`src/rtl/pwm_pkg.sv`:
```
// Shared types and helpers for the multi-channel pulse width meter.
package pwm_pkg;

  function automatic int unsigned clog2(input int unsigned n);
    int unsigned r;
    r = 0;
    while ((64'd1 << r) < 64'(n)) r++;
    return r;
  endfunction

  // Channel index width, never below one bit.
  function automatic int unsigned ch_width(input int unsigned n);
    return (n < 2) ? 1 : clog2(n);
  endfunction

  typedef enum logic {
    ST_IDLE = 1'b0,
    ST_MEAS = 1'b1
  } ch_state_t;

  // Result layout is {sat, lost, width}; width travels alongside since its size is a parameter.
  typedef struct packed {
    logic sat;
    logic lost;
  } res_flags_t;

endpackage

```
`src/rtl/multi_pulse_width_meter_if.sv`:
```
// Result stream from the meter to its consumer.
interface multi_pulse_width_meter_if #(
  parameter int unsigned NUM_CH = 4,
  parameter int unsigned CNT_W  = 16
);
  localparam int unsigned CH_W = pwm_pkg::ch_width(NUM_CH);

  logic              m_valid;
  logic              m_ready;
  logic [CH_W-1:0]   m_ch;
  logic [CNT_W-1:0]  m_width;
  logic              m_sat;
  logic              m_lost;

  modport master (output m_valid, m_ch, m_width, m_sat, m_lost, input m_ready);
  modport slave  (input m_valid, m_ch, m_width, m_sat, m_lost, output m_ready);
endinterface

```
`src/rtl/pwm_channel.sv`:
```
// One measurement channel: synchroniser, polarity, edge detect, width FSM and a
// single-entry holding register.
module pwm_channel
  import pwm_pkg::*;
#(
  parameter int unsigned CNT_W       = 16,
  parameter int unsigned SYNC_STAGES = 2,
  parameter int unsigned ACTIVE_LOW  = 0
) (
  input  logic             clk,
  input  logic             reset_n,
  input  logic             en,
  input  logic             sig,
  input  logic             pop,
  output logic             hold_v,
  output logic [CNT_W-1:0] hold_width,
  output res_flags_t       hold_flags
);

  localparam logic             INACTIVE = 1'(ACTIVE_LOW);
  localparam logic [CNT_W-1:0] CNT_MAX  = '1;

  logic [SYNC_STAGES-1:0] sync_q;
  logic                   s_d_q;
  logic                   s_c, lead_c, trail_c;
  ch_state_t              state_q, state_d;
  logic [CNT_W-1:0]       cnt_q, cnt_d;
  logic                   sat_q, sat_d, load_c;

  assign s_c     = sync_q[SYNC_STAGES-1] ^ INACTIVE;
  assign lead_c  = s_c & ~s_d_q;
  assign trail_c = ~s_c & s_d_q;

  // Resetting to the inactive level lets a pin held active through reset produce a lead.
  always_ff @(posedge clk or negedge reset_n) begin
    if (!reset_n) begin
      sync_q <= {SYNC_STAGES{INACTIVE}};
      s_d_q  <= 1'b0;
    end else begin
      sync_q <= {sync_q[SYNC_STAGES-2:0], sig};
      s_d_q  <= s_c;
    end
  end

  always_ff @(posedge clk or negedge reset_n) begin
    if (!reset_n) begin
      state_q <= ST_IDLE;
      cnt_q   <= '0;
      sat_q   <= 1'b0;
    end else begin
      state_q <= state_d;
      cnt_q   <= cnt_d;
      sat_q   <= sat_d;
    end
  end

  always_comb begin
    state_d = state_q;
    cnt_d   = cnt_q;
    sat_d   = sat_q;
    load_c  = 1'b0;
    if (!en) begin
      state_d = ST_IDLE;
      cnt_d   = '0;
      sat_d   = 1'b0;
    end else begin
      case (state_q)
        ST_IDLE: begin
          if (lead_c) begin
            state_d = ST_MEAS;
            cnt_d   = CNT_W'(1);
            sat_d   = 1'b0;
          end
        end
        ST_MEAS: begin
          if (trail_c) begin
            state_d = ST_IDLE;
            load_c  = 1'b1;
          end else if (s_c) begin
            if (cnt_q == CNT_MAX) sat_d = 1'b1;
            else                  cnt_d = cnt_q + CNT_W'(1);
          end
        end
        default: state_d = ST_IDLE;
      endcase
    end
  end

  // A fresh result overwrites an unread one; it is only "lost" if nobody popped it this cycle.
  always_ff @(posedge clk or negedge reset_n) begin
    if (!reset_n) begin
      hold_v     <= 1'b0;
      hold_width <= '0;
      hold_flags <= '0;
    end else if (load_c) begin
      hold_v          <= 1'b1;
      hold_width      <= cnt_q;
      hold_flags.sat  <= sat_q;
      hold_flags.lost <= hold_v & ~pop;
    end else if (pop) begin
      hold_v <= 1'b0;
    end
  end

endmodule

```
`src/rtl/multi_pulse_width_meter.sv`:
```
// Multi-channel pulse width meter: per-channel measurement, round-robin drain
// into one registered valid/ready result stream.
module multi_pulse_width_meter
  import pwm_pkg::*;
#(
  parameter int unsigned NUM_CH      = 4,
  parameter int unsigned CNT_W       = 16,
  parameter int unsigned SYNC_STAGES = 2,
  parameter int unsigned ACTIVE_LOW  = 0
) (
  input  logic                      clk,
  input  logic                      reset_n,
  input  logic                      en,
  input  logic [NUM_CH-1:0]         sig_in,
  multi_pulse_width_meter_if.master mif
);

  localparam int unsigned CH_W = ch_width(NUM_CH);

  logic [NUM_CH-1:0] hold_v;
  logic [CNT_W-1:0]  hold_width [NUM_CH];
  res_flags_t        hold_flags [NUM_CH];
  logic [NUM_CH-1:0] pop_c;

  logic [CH_W-1:0]   ptr_q;
  logic [CH_W-1:0]   gnt_c;
  logic              gnt_v_c;
  logic              out_load_c;

  logic              out_v_q;
  logic [CH_W-1:0]   ch_q;
  logic [CNT_W-1:0]  width_q;
  res_flags_t        flags_q;

  for (genvar i = 0; i < NUM_CH; i++) begin : g_ch
    pwm_channel #(
      .CNT_W       (CNT_W),
      .SYNC_STAGES (SYNC_STAGES),
      .ACTIVE_LOW  (ACTIVE_LOW)
    ) u_ch (
      .clk        (clk),
      .reset_n    (reset_n),
      .en         (en),
      .sig        (sig_in[i]),
      .pop        (pop_c[i]),
      .hold_v     (hold_v[i]),
      .hold_width (hold_width[i]),
      .hold_flags (hold_flags[i])
    );
  end

  assign out_load_c = ~out_v_q | mif.m_ready;

  // Round-robin search starting just after the last granted channel.
  always_comb begin
    int unsigned idx;
    idx     = 0;
    gnt_v_c = 1'b0;
    gnt_c   = '0;
    for (int unsigned k = 1; k <= NUM_CH; k++) begin
      idx = (32'(ptr_q) + k) % NUM_CH;
      if (!gnt_v_c && hold_v[CH_W'(idx)]) begin
        gnt_v_c = 1'b1;
        gnt_c   = CH_W'(idx);
      end
    end
  end

  always_comb begin
    pop_c = '0;
    if (out_load_c && gnt_v_c) pop_c[gnt_c] = 1'b1;
  end

  always_ff @(posedge clk or negedge reset_n) begin
    if (!reset_n) begin
      ptr_q   <= CH_W'(NUM_CH - 1);
      out_v_q <= 1'b0;
      ch_q    <= '0;
      width_q <= '0;
      flags_q <= '0;
    end else if (out_load_c) begin
      out_v_q <= gnt_v_c;
      if (gnt_v_c) begin
        ptr_q   <= gnt_c;
        ch_q    <= gnt_c;
        width_q <= hold_width[gnt_c];
        flags_q <= hold_flags[gnt_c];
      end
    end
  end

  assign mif.m_valid = out_v_q;
  assign mif.m_ch    = ch_q;
  assign mif.m_width = width_q;
  assign mif.m_sat   = flags_q.sat;
  assign mif.m_lost  = flags_q.lost;

endmodule

```
`src/flat_wrapper.sv`:
```
// flat-port wrapper written by rule: the top's interface ports become plain ports
module multi_pulse_width_meter_flat import pwm_pkg::*;
#(
  parameter int unsigned NUM_CH      = 4,
  parameter int unsigned CNT_W       = 16,
  parameter int unsigned SYNC_STAGES = 2,
  parameter int unsigned ACTIVE_LOW  = 0
)
  (clk, reset_n, en, sig_in, mif_m_valid, mif_m_ch, mif_m_width, mif_m_sat, mif_m_lost, mif_m_ready);
  multi_pulse_width_meter_if #(.NUM_CH(NUM_CH), .CNT_W(CNT_W)) mif_i ();
  input  logic clk;
  input  logic reset_n;
  input  logic en;
  input  logic [NUM_CH-1:0] sig_in;
  output wire logic [$bits(mif_i.m_valid)-1:0] mif_m_valid;
  output wire logic [$bits(mif_i.m_ch)-1:0] mif_m_ch;
  output wire logic [$bits(mif_i.m_width)-1:0] mif_m_width;
  output wire logic [$bits(mif_i.m_sat)-1:0] mif_m_sat;
  output wire logic [$bits(mif_i.m_lost)-1:0] mif_m_lost;
  input wire logic [$bits(mif_i.m_ready)-1:0] mif_m_ready;
  assign mif_m_valid = mif_i.m_valid;
  assign mif_m_ch = mif_i.m_ch;
  assign mif_m_width = mif_i.m_width;
  assign mif_m_sat = mif_i.m_sat;
  assign mif_m_lost = mif_i.m_lost;
  assign mif_i.m_ready = mif_m_ready;
  multi_pulse_width_meter #(.NUM_CH(NUM_CH), .CNT_W(CNT_W), .SYNC_STAGES(SYNC_STAGES), .ACTIVE_LOW(ACTIVE_LOW)) u_core (.clk(clk), .reset_n(reset_n), .en(en), .sig_in(sig_in), .mif(mif_i));
endmodule
```
`config.mk`:
```
export PLATFORM = sky130hd
export DESIGN_NAME = multi_pulse_width_meter_flat
export DESIGN_NICKNAME = d
export VERILOG_FILES = /design/src/rtl/pwm_pkg.sv /design/src/rtl/multi_pulse_width_meter_if.sv /design/src/rtl/pwm_channel.sv /design/src/rtl/multi_pulse_width_meter.sv /design/src/flat_wrapper.sv
export SDC_FILE = /design/constraint.sdc
export NUM_CORES = 1
export LEC_CHECK = 0
export ABC_CLOCK_PERIOD_IN_PS = 3800
export BUFFER_PORTS_ARGS = -buffer_cell sky130_fd_sc_hd__buf_2
export CAP_MARGIN = 25
export CORE_MARGIN = 2
export CORE_UTILIZATION = 65
export CTS_CLUSTER_SIZE = 8
export DETAILED_ROUTE_END_ITERATION = 6
export PLACE_DENSITY_LB_ADDON = 0.08
export SLEW_MARGIN = 10
export SYNTH_ARGS = -nofsm -noshare
export SYNTH_HDL_FRONTEND = slang
export SYNTH_SLANG_ARGS = --single-unit
```
`constraint.sdc`:
```
create_clock -name clk -period 3.8 [get_ports clk]
set_input_delay 0.38 -clock clk [delete_from_list [all_inputs] [get_ports clk]]
set_output_delay 0.38 -clock clk [all_outputs]
set_load 0.02 [all_outputs]
```
==> results.ini <==
[floorplan]
die_h_um = 118
start_util = 0.670
num_rows = 41
coreArea_um2 = 12700
dieArea_um2 = 14000
fp.dieW_um = 118
io_pins = 29

[synthesis]
synth_top_family_by_area = simple AND/OR/NAND/NOR gates
synth.net_count = 795
synth_compound_area_frac = 0.122
synth-edff-count = 0
syn_avg_cell_area_um2 = 10.8
yosysSeqAreaShare = 0.539
synth-seq-cells = 183
synth-simple-area-share = 0.158
async_flop_share = 1.00
yosysWarningCount = 0
netlist_instances = 783
synthXorXnorAreaFrac = 0.0217
ys.flop_type = dfrtp_1
synth_cell_types = 61
synth_adder_area_share = 0.00589
muxShareOfSynthArea = 0.129
netlist_area_um2 = 8490

[routing]
vias = 6490
post-route-drc-count = 0
antenna_left = 0
wl_per_cell_um = 20.3
first_iter_violations = 583
dr.pass1.iters = 5
drt-total-wl_mm = 20.2
vias_per_cell = 6.52

[final_layout]
area_growth_pct = 10.4
diodes = 0
fin_nets = 822
final_common_cell = dfrtp_1
finalCoreUtilization = 0.740
drive_above_1_share = 0.175
num-fill-cells = 891
layout_common_cells = 181 x dfrtp_1, 87 x nand2_1, 62 x mux2_2

[grt]
first_global_vias = 6345
grt_usage = 0.305
grt_pass1_wl_mm = 33.3
antenna_found_initial = 0
grt_overflow = 0
grt_max_degree = 106

[job]
max_cap_violations = 0

[critical_path]
worst_setup_path_end_kind = register
cp_data_required_time_ns = 4.14
regToRegSetupSlack_ns = 1.13
worstSetupPathType = reg2reg
worstPathArrival_ns = 3.01
critPathMaxFanout = 22
crit_path_start_kind = register

[sta]
worst_pin_slew_ns = 0.977
setup_violations = 0
rsz0062_at_grt = no
drv_slew = 0
fin_crit_ns = 2.67
hold_ws_ns = 0.0477
fmax_mhz = 374
fin_setup_tns_ns = 0
skew_ns = 0.00934
hold_violations = 0
period_share = 0.703
slew_headroom = 0.347

[clock_network]
clk_pin_slew_ns = 0.06
insertion_delay_ns = 0.44
clkSinkCount = 183
ctsHtreeMaxLevel = 4
numCtsBuffers = 17
clockBufferDepth = 2
cts_root_buffer = clkbuf_16
tritoncts = done

[pwr]
p_leak_nw = 4.20
p_per_area_nw_per_um2 = 503
vdd_drop_max_uv = 372

[outcome]
outcome = finished, final reports clean

[placed_design]
port_buffers = 28
hpwl_mm = 13.8
gp_congestion = 0.938

[worst_hold_path]
hp-class = in2reg

-- routing by layer --
layer | up-vias | GRT usage | part of all wire
met5 | - | 0 | 0
met4 | 0 | 0.0941 | 0.020
met3 | 33 | 0.0598 | 0.064
met2 | 265 | 0.473 | 0.47
met1 | 3261 | 0.438 | 0.44
li1 | 2931 | - | -
-- path summary, 6_finish.rpt --
path / start / to / depth (start not counted)
worst max-delay path: u_core.g_ch[3].u_ch.hold_v / u_core.g_ch[3].u_ch.hold_flags[0] / 5
worst min-delay path: sig_in[1] / u_core.g_ch[1].u_ch.sync_q[0] / 1
worst max register to register: u_core.g_ch[3].u_ch.hold_v / u_core.g_ch[3].u_ch.hold_flags[0] / 5
worst min register to register: u_core.g_ch[1].u_ch.sync_q[0] / u_core.g_ch[1].u_ch.sync_q[1] / 0
max in group asynchronous: reset_n / u_core.g_ch[1].u_ch.cnt_q[7] / 4
min in group asynchronous: reset_n / u_core.g_ch[1].u_ch.cnt_q[11] / 2
-- repair_timing --
action                    in CTS  in global routing
hold endpoints to repair       0                 13
resized for setup              0                  0
setup buffers                  0                  0
hold buffers                   0                  1
-- registers in the layout (all words and copies together), names as in the netlist, 4 cells and up --
signal and count:
u_core.g_ch.u_ch.cnt_q 64, u_core.g_ch.u_ch.hold_width 64, u_core.mif.m_width 16, u_core.g_ch.u_ch.hold_flags 8, u_core.g_ch.u_ch.sync_q 8, u_core.g_ch.u_ch.hold_v 4
u_core.g_ch.u_ch.s_d_q 4, u_core.g_ch.u_ch.sat_q 4, u_core.g_ch.u_ch.state_q 4
-- critical path: stages (launching register included) --
cell,delay (ns)
dfrtp_1,0.43
nor4_1,0.46
a21o_1,0.58
or3_1,0.70
o21ai_0,0.21
o21ai_0,0.18
-- power by group --
| group | leakage [nW] | switching (mW) | internal [mW] |
|---|---|---|---|
| Combinational | 1.46 | 0.606 | 0.349 |
| Sequential | 2.49 | 0.0982 | 2.06 |
| Clock | 0.251 | 0.737 | 0.867 |
| Total | 4.20 | 1.44 | 3.27 |
-- synth_stat cells, types with 2 or more instances --
cell / instances / area, µm²
and4_1: 3 / 26.3
dfrtp_1: 181 / 4530
or4_1: 18 / 135
o221ai_1: 18 / 158
clkbuf_1: 21 / 78.8
inv_1: 14 / 52.6
mux2_2: 62 / 698
xor2_1: 3 / 26.3
nand4_1: 15 / 93.8
nor2_1: 42 / 158
a211oi_1: 6 / 45.0
o211ai_1: 2 / 15.0
a2111oi_0: 6 / 52.6
and3_1: 10 / 62.6
buf_4: 2 / 15.0
o21ai_0: 41 / 205
o31ai_1: 16 / 120
o21bai_1: 3 / 22.5
nor4_1: 8 / 50.1
buf_6: 2 / 22.5
nor2b_1: 3 / 18.8
dfstp_2: 2 / 52.6
or3_1: 11 / 68.8
nand2b_1: 9 / 56.3
and2_1: 3 / 18.8
a21oi_1: 47 / 235
nand2_1: 87 / 327
nor3_1: 15 / 75.1
ha_1: 4 / 50.1
a21o_1: 5 / 37.5
mux2i_1: 40 / 400
xnor2_1: 18 / 158
nand3_1: 32 / 160
buf_2: 6 / 30.0
o311ai_0: 2 / 17.5
-- layout make-up --
type / count / area, µm² / share of cell area
Clock buffer: 21 / 460 / 0.0491
Clock inverter: 11 / 75.1 / 0.00800
Inverter: 15 / 56.3 / 0.00600
Multi-Input combinational cell: 553 / 3720 / 0.396
Sequential cell: 183 / 4580 / 0.489
Tap cell: 172 / 215 / 0.0229
Timing Repair Buffer: 40 / 272 / 0.0289
-- through the flow --
step           instance area [µm²]  cells  worst slack, ns  power [mW]
2_1_floorplan                 8490    783             1.82        2.87
3_3_place_gp                  8800    960             1.24        3.10
3_5_place_dp                  8810    961             1.18        3.13
4_1_cts                       9340    993             1.16        4.73
5_1_grt                       9380    995            0.938        4.91
6_report                      9380    995             1.13        4.72
-- cell families after synthesis --
kind of cell	Yosys count
xor+xnor	21
fa+ha+maj	4
buf+inv	47
compound gates	160
simple gates	266
mux	102
flops	183
No activity file was read; power rests on OpenSTA's default activity.
